$ cat config.mk
export PLATFORM = sky130hd
export DESIGN_NAME = perfcounter_reader
export DESIGN_NICKNAME = d
export VERILOG_FILES = /design/src/rtl/perfcounter_pkg.sv /design/src/rtl/perfcounter_reader.sv
export SDC_FILE = /design/constraint.sdc
export NUM_CORES = 1
export LEC_CHECK = 0
export ABC_CLOCK_PERIOD_IN_PS = 15300
export CAP_MARGIN = 30
export CORE_MARGIN = 2
export CORE_UTILIZATION = 55
export DETAILED_ROUTE_END_ITERATION = 10
export PLACE_DENSITY = 0.86
export SYNTH_ARGS = -nofsm -noshare
export SYNTH_HDL_FRONTEND = slang
export SYNTH_SLANG_ARGS = --single-unit
$ cat constraint.sdc
create_clock -name CLK -period 15.3 [get_ports CLK]
set_input_delay 1.53 -clock CLK [delete_from_list [all_inputs] [get_ports CLK]]
set_output_delay 1.53 -clock CLK [all_outputs]
set_load 0.02 [all_outputs]
$ cat src/rtl/perfcounter_pkg.sv
// Shared definitions for the performance-counter readout engine.
//   - FSM state encoding (IDLE, SEND)
//   - stream geometry: NUM_WORDS words of WORD_W bits, counters of CNT_W bits
//   - counter index constants in transmit order
//   - default header magic byte
package perfcounter_pkg;

  typedef enum logic {
    IDLE = 1'b0,
    SEND = 1'b1
  } state_e;

  localparam int NUM_WORDS = 13;
  localparam int WORD_W    = 32;
  localparam int CNT_W     = 64;
  localparam int NUM_CNT   = 6;
  localparam int IDX_W     = 4;
  localparam int SEQ_W     = 16;

  // Counter indices, in the order their lo/hi words follow the header.
  localparam int CNT_IDLE     = 0;
  localparam int CNT_HIT      = 1;
  localparam int CNT_MISS     = 2;
  localparam int CNT_CONFLICT = 3;
  localparam int CNT_WAIT     = 4;
  localparam int CNT_NUM_MISS = 5;

  localparam logic [7:0] HEADER_MAGIC_DEFAULT = 8'hA5;

endpackage

$ cat src/rtl/perfcounter_reader.sv
// Readout engine for one performance-counter set.
// On an accepted start the six live 64-bit counters are snapshotted into a
// shadow bank in one cycle, then streamed as a header word followed by
// lo/hi halves of each counter over a valid/ready stream. If clear was
// requested with start, reset_count pulses in the first SEND cycle.
//
// Ports:
//   CLK, RST                   clock, synchronous active-high reset
//   cycle_idle .. num_miss     live 64-bit counter values
//   start, clear               dump request / clear-after-snapshot request
//   reset_count                one-cycle clear pulse to the counter block
//   busy                       high while a dump is in progress
//   out_data/out_valid/out_last/out_ready   32-bit output stream
module perfcounter_reader
  import perfcounter_pkg::*;
#(
  parameter logic [7:0] HEADER_MAGIC = HEADER_MAGIC_DEFAULT
) (
  input  logic              CLK,
  input  logic              RST,
  input  logic [CNT_W-1:0]  cycle_idle,
  input  logic [CNT_W-1:0]  cycle_hit,
  input  logic [CNT_W-1:0]  cycle_miss,
  input  logic [CNT_W-1:0]  cycle_conflict,
  input  logic [CNT_W-1:0]  cycle_wait,
  input  logic [CNT_W-1:0]  num_miss,
  input  logic              start,
  input  logic              clear,
  output logic              reset_count,
  output logic              busy,
  output logic [WORD_W-1:0] out_data,
  output logic              out_valid,
  output logic              out_last,
  input  logic              out_ready
);

  state_e                 state_q, state_d;
  logic [IDX_W-1:0]       idx_q, idx_d;
  logic [SEQ_W-1:0]       seq_q, seq_d;
  logic                   clr_pend_q, clr_pend_d;
  logic                   load_shadow;
  logic [CNT_W-1:0]       shadow_q [NUM_CNT];
  logic [CNT_W-1:0]       live     [NUM_CNT];

  logic                   xfer;
  logic [IDX_W-1:0]       sel;
  logic [2:0]             cnt_sel;

  assign live[CNT_IDLE]     = cycle_idle;
  assign live[CNT_HIT]      = cycle_hit;
  assign live[CNT_MISS]     = cycle_miss;
  assign live[CNT_CONFLICT] = cycle_conflict;
  assign live[CNT_WAIT]     = cycle_wait;
  assign live[CNT_NUM_MISS] = num_miss;

  assign xfer = out_valid && out_ready;

  // Next-state logic.
  always_comb begin
    // NOTE: every variable gets a default before the case so no path leaves
    // it unassigned, which would otherwise infer a latch.
    state_d     = state_q;
    idx_d       = idx_q;
    seq_d       = seq_q;
    clr_pend_d  = clr_pend_q;
    load_shadow = 1'b0;
    unique case (state_q)
      IDLE: begin
        if (start) begin
          state_d     = SEND;
          idx_d       = '0;
          clr_pend_d  = clear;
          load_shadow = 1'b1;
        end
      end
      SEND: begin
        // The clear pulse lives only in the first SEND cycle.
        clr_pend_d = 1'b0;
        if (xfer) begin
          if (idx_q == IDX_W'(NUM_WORDS - 1)) begin
            state_d = IDLE;
            idx_d   = '0;
            seq_d   = seq_q + 1'b1;
          end else begin
            idx_d = idx_q + 1'b1;
          end
        end
      end
      default: state_d = IDLE;
    endcase
  end

  always_ff @(posedge CLK) begin
    // NOTE: sequential state uses non-blocking assignments so every register
    // samples pre-edge values regardless of statement order.
    if (RST) begin
      state_q    <= IDLE;
      idx_q      <= '0;
      seq_q      <= '0;
      clr_pend_q <= 1'b0;
    end else begin
      state_q    <= state_d;
      idx_q      <= idx_d;
      seq_q      <= seq_d;
      clr_pend_q <= clr_pend_d;
    end
  end

  // NOTE: the shadow bank is reset because its post-reset content is defined
  // as zero; storage with no defined reset value would be left unreset.
  always_ff @(posedge CLK) begin
    if (RST) begin
      for (int i = 0; i < NUM_CNT; i++) shadow_q[i] <= '0;
    end else if (load_shadow) begin
      for (int i = 0; i < NUM_CNT; i++) shadow_q[i] <= live[i];
    end
  end

  // Outputs depend only on registered state, never on out_ready.
  assign busy        = (state_q == SEND);
  assign out_valid   = (state_q == SEND);
  assign out_last    = (state_q == SEND) && (idx_q == IDX_W'(NUM_WORDS - 1));
  assign reset_count = (state_q == SEND) && clr_pend_q;

  // Word idx>=1 maps to counter (idx-1)/2, low half on odd idx.
  assign sel     = idx_q - 1'b1;
  assign cnt_sel = sel[3:1];

  always_comb begin
    out_data = '0;
    if (state_q == SEND) begin
      if (idx_q == '0) begin
        out_data = {HEADER_MAGIC, 8'(NUM_WORDS), seq_q};
      end else if (cnt_sel < 3'(NUM_CNT)) begin
        out_data = sel[0] ? shadow_q[cnt_sel][CNT_W-1:WORD_W]
                          : shadow_q[cnt_sel][WORD_W-1:0];
      end
    end
  end

endmodule
# --- Word-level counts from Yosys, hierarchy flattened ---
# Memories as Yosys holds them, arrays and structs flattened.
# Index checks and enable logic that the tools add are counted.
totals:
  ff_bits: 22
  latchBits: 0
  ram_bits: 384
  romBits: 0
  inputBits: 389
  output_inout_bits: 36
  word_cells: 51
  memories: 1
memory_table:
  columns: ["name", "depth", "word_bits", "read_ports", "rd_clocked_by_memory_dff", "wr", "line_no", "text"]
  rows:
  - ["shadow_q", 6, 64, 1, 0, 6, "perfcounter_reader.sv:42", "logic [CNT_W-1:0] shadow_q [NUM_CNT];"]
op_classes:
  add_sub_neg: 3
  n_mul: 0
  n_div: 0
  order_cmp: 1
  eq_ne: 3
  shifts: 0
  mux: 26
  bitwise: 7
  n_reduce_logical: 6
ops:
  columns: ["operator", "n"]
  rows:
  - ["$mux W64", 6]
  - ["$mux W32", 4]
  - ["$add A16 B1 Y16 const B", 1]
  - ["$mux W4", 3]
  - ["$mux W1", 10]
  - ["$pmux W4 S2", 1]
  - ["$or A1 B1 Y1", 6]
  - ["$add A4 B1 Y4 const B", 1]
  - ["$eq A4 B4 Y1 const B", 1]
  - ["$logic_not A4 Y1", 1]
  - ["$pmux W1 S2", 2]
  - ["$sub A4 B1 Y4 const B", 1]
  - ["$logic_and A1 B1 Y1", 3]
  - ["$lt A3 B3 Y1 const B", 1]
  - ["$reduce_and A3 Y1", 1]
  - ["$ne A2 B1 Y1 const B", 1]
  - ["$ne A2 B2 Y1 const B", 1]
  - ["$reduce_and A2 Y1", 1]
  - ["$not A1 Y1", 1]

# --- Logic depth before layout (Yosys ltp) ---
depth:
  depth_word: 6
  mapped_depth: 11
  depth_no_buf: 7

# --- Worst setup path before layout ---
# No wires, ideal clock.
synth_path:
  path_kind: "in2reg"
  from: "in RST"
  to: "mem shadow_q[0][0] (enable)"
  setup_time_ns: 0.747
  arrival_time_ns: 9.392
  required_time_ns: 14.553
  path_slack_ns: 5.161
  cell_stages: 2
  n_path_buf: 1
  cell_sequence: "clkbuf_1 > a21o_1"
synth_lines:
  columns: ["element", "line_no", "text"]
  rows:
  - ["start: declaration", "perfcounter_reader.sv:20", "input logic RST,"]
  - ["end: declaration", "perfcounter_reader.sv:42", null]

# --- Worst setup path after layout ---
layout_path:
  from: "reg idx_q[0]"
  to: "out out_data[13]"
layout_via:
  elab_chain_len: 6
  word_cells_on_any_way: 8
  classes_between: "1 x add/sub; 1 x order compare; 4 x mux; 1 x reduce/logical; 1 x memory"
layout_rtl:
  columns: ["element", "line_no", "text"]
  rows:
  - ["start: declaration", "perfcounter_reader.sv:38", "logic [IDX_W-1:0] idx_q, idx_d;"]
  - ["start signal: assignment", "perfcounter_reader.sv:103", "idx_q <= idx_d;"]
  - ["$sub A4 B1 Y4", "perfcounter_reader.sv:126", "assign sel = idx_q - 1'b1;"]
  - ["$mem_v2 Z6 W64", null, null]
  - ["$mux W32", "perfcounter_reader.sv:135", "out_data = sel[0] ? shadow_q[cnt_sel][CNT_W-1:WORD_W]"]
  - ["$mux W32", "perfcounter_reader.sv:134", "end else if (cnt_sel < 3'(NUM_CNT)) begin"]
  - ["$mux W32 *", "perfcounter_reader.sv:132", "if (idx_q == '0) begin"]
  - ["$mux W32 *", "perfcounter_reader.sv:131", "if (state_q == SEND) begin"]
  - ["end: declaration", "perfcounter_reader.sv:31", "output logic [WORD_W-1:0] out_data,"]
# Every way passes the cells marked *; elsewhere a longest branch is shown, timed or not.

==> flow_summary_export.csv <==
group,metric,value,unit
global_route,grt_start_max_net_pins,204,
critical_path,reg2reg_depth,4,
synthesis,syn_inst,1345,
critical_path,timing.rr.start,"busy",
clock_network,cts_sinks,406,
critical_path,crit_path_start_kind,"flip-flop",
detailed_routing,vias,12630,
floorplanning,num_rows,67,
floorplanning,start_util,55.90,%
placement,place_hpwl,35.34,mm
clock_network,cts.repair.resized,0,
floorplanning,core_area,33620,µm²
timing,fmax,176.3,MHz
clock_network,cts_buffers,42,
layout,fin_cells,2229,
clock_network,hold_buffers,0,
worst_hold_path,hp-class,"flip-flop to flip-flop",
synthesis,synth_edf_count,384,
critical_path,crit_fanout,36,
timing,slew_violations,0,
power_and_ir_drop,p_leak,9.091,nW
synthesis,netlist.area_leader.share,61.36,%
synthesis,yosys_warnings,0,
clock_network,cts_max_level,2,
synthesis,ys_types,48,
detailed_routing,vias_per_cell,5.665,
placement,gp_congestion,0.9112,
detailed_routing,drt_iter0_drc,1120,
clock_network,clockBufferDepth,3,
timing,slew_headroom,27.09,%
floorplanning,die_x,188.8,µm
worst_hold_path,worstHoldEndpoint,"seq_q[5]",
synthesis,synthArstFlopShare,0,%
synthesis,synth_top_flop_cell,"edfxtp_1",
critical_path,rrSetupSlack,12580,ps
power_and_ir_drop,worst_ir_drop_vdd,0.08966,mV
timing,setup_viol,0,
global_route,grtUsageTotal,28.08,%
synthesis,synth_seq_cells,406,
clock_network,cts_setup_buffers,0,
worst_hold_path,min_from,"seq_q[5]",
job,cap_violations,0,
placement,dp.cells,2144,
synthesis,synth_nets,1737,
synthesis,synthTopCellsByCount,"and2_1, edfxtp_1, clkbuf_1",
layout,multi_input_area,6444,µm²
synthesis,synth_most_common_cell,"and2_1",
global_route,antenna_found_initial,8,
critical_path,worstPathArrival,4140,ps
global_route,grt_pass1_wl,75.24,mm
floorplanning,io_pins,425,
synthesis,syn_area_per_cell,13.97,µm²
timing,period_minus_slack,5673,ps
detailed_routing,ant_nets,0,
global_route,grt-ovfl-total,0,
detailed_routing,drt_first_pass_iters,5,
global_route,grt_pass1_vias,13070,
critical_path,crit_type,"flip-flop to output pin",
detailed_routing,routed_wl,50.85,mm
synthesis,synth-adder-area-share,0.1997,%
layout,drive_above_1_share,11.05,%
synthesis,synth_area,18790,µm²
layout,fillerInstances,2063,
worst_hold_path,worstHoldPathCells,2,
detailed_routing,drcViolationCount,0,
clock_network,tritoncts,"yes",
timing,hold_viol_final,0,
layout,areaGrowthSynthToFinish,33.07,%
timing,setup_tns,0,ps
synthesis,synth_area_leaders,"edfxtp_1, and2_1, mux4_2, mux2i_1, mux2_2",
critical_path,reg2reg_to,"shadow_q[2][31]",
detailed_routing,wire_per_inst,22.81,µm
synthesis,synth-simple-area-share,15.75,%
critical_path,end_kind,"output pin",
synthesis,yosys.area.top_type,"edfxtp_1",
timing,final.period_utilization,37.08,%
power_and_ir_drop,powerDensity,108.2,nW/µm²
critical_path,required,13770,ps
layout,ff_latch_area,11970,µm²
clock_network,clock_latency,540,ps
synthesis,synthMuxAreaShare,12.30,%
timing,tightest_slew,1094,ps
floorplanning,die_area,35660,µm²
synthesis,synth-xor-area-share,0.7324,%
clock_network,cts_root_buf,"clkbuf_16",
synthesis,synth-compound-area-share,4.947,%
timing,rsz0062_at_grt,"false",
layout,final_nets,2133,
timing,clock_skew,11.72,ps
outcome,status,"finished, final reports clean",
placement,portBuffers,424,
floorplanning,die_h,188.8,µm
clock_network,path_clk_slew,60,ps
synthesis,synth_top_family_by_area,"simple AND/OR/NAND/NOR gates",
synthesis,yosysSeqAreaShare,63.71,%
-- layout make-up --
type | instances | area share, %
flip-flops and latches | 406 | 47.88
multi-input cells | 835 | 25.77
repair buffers | 448 | 18.06
clock buffers | 49 | 4.603
well taps | 448 | 2.242
clock inverters | 27 | 1.246
inverters | 8 | 0.1201
diodes | 8 | 0.08006
-- worst max-delay path, cell delays in order, from the launching register on --
cell,delay (ps)
dfxtp_2,310
inv_1,320
ha_4,290
xor2_4,160
buf_4,490
mux2_1,400
mux4_2,590
a211oi_2,320
a21oi_1,110
clkdlybuf4s50_1,560
-- layer usage --
| layer | global-route usage (%) | up-vias | routed length (µm) |
|---|---|---|---|
| met5 | 0 | - | 9 |
| met4 | 10.64 | 2 | 1694 |
| met3 | 5.271 | 109 | 4050 |
| met2 | 47.55 | 617 | 25390 |
| met1 | 36.16 | 6180 | 19700 |
| li1 | - | 5719 | - |
-- worst max-delay path by stage --
stage                     slack (ps)  depth (start not counted)              to  startpoint
final                           9630                          9    out_data[13]    idx_q[0]
after global routing            9490                          9    out_data[14]    idx_q[0]
after CTS                       9630                          9    out_data[14]    idx_q[0]
after detailed placement       10180                          9    out_data[14]    idx_q[0]
after global placement         10040                          8    out_data[17]    idx_q[1]
after floorplan                 5160                          2  shadow_q[0][0]         RST
-- stage by stage --
| stage | utilization [%] | area [µm²] | hold slack [ps] | power, W | worst slack, ps |
|---|---|---|---|---|---|
| after floorplan | - | 18790 | 484.9 | 0.001500 | 5161 |
| after global placement | 69.63 | 23410 | 502.7 | 0.001634 | 10040 |
| after detailed placement | 69.96 | 23520 | 511.3 | 0.001647 | 10180 |
| after CTS | 74.31 | 24980 | 521.0 | 0.002717 | 9632 |
| after global routing | 74.39 | 25010 | 567.0 | 0.002783 | 9485 |
| final | 74.39 | 25010 | 526.7 | 0.002705 | 9627 |
-- flip-flops by register name (all words and copies together) (netlist names) --
name / count
seq_q: 16
busy: 1
idx_q: 4
clr_pend_q: 1
shadow_q: 384
-- power by group --
| part | internal (W) | switching (W) |
|---|---|---|
| Combinational | 0.000169 | 0.000132 |
| Sequential | 0.00130 | 0.0000246 |
| Clock | 0.000656 | 0.000422 |
| Total | 0.00213 | 0.000578 |
-- cell usage in the layout (no fill, tap or decap), drive strengths merged, types with 22 or more instances in the layout --
cell,instances
clkdlybuf4s50,424
and2,386
edfxtp,384
mux2i,72
mux2,57
clkbuf,49
a21oi,41
mux4,41
nand2,35
nor2,31
o21ai,31
nor3,26
buf,24
a22oi,23
dfxtp,22
-- kinds of logic after synthesis --
family,Yosys count
simple gates,504
mux,170
buf+inv,104
fa+ha+maj,3
compound gates,144
xor+xnor,14
flops,406
Note: power is estimated with default switching activity, not from simulation.
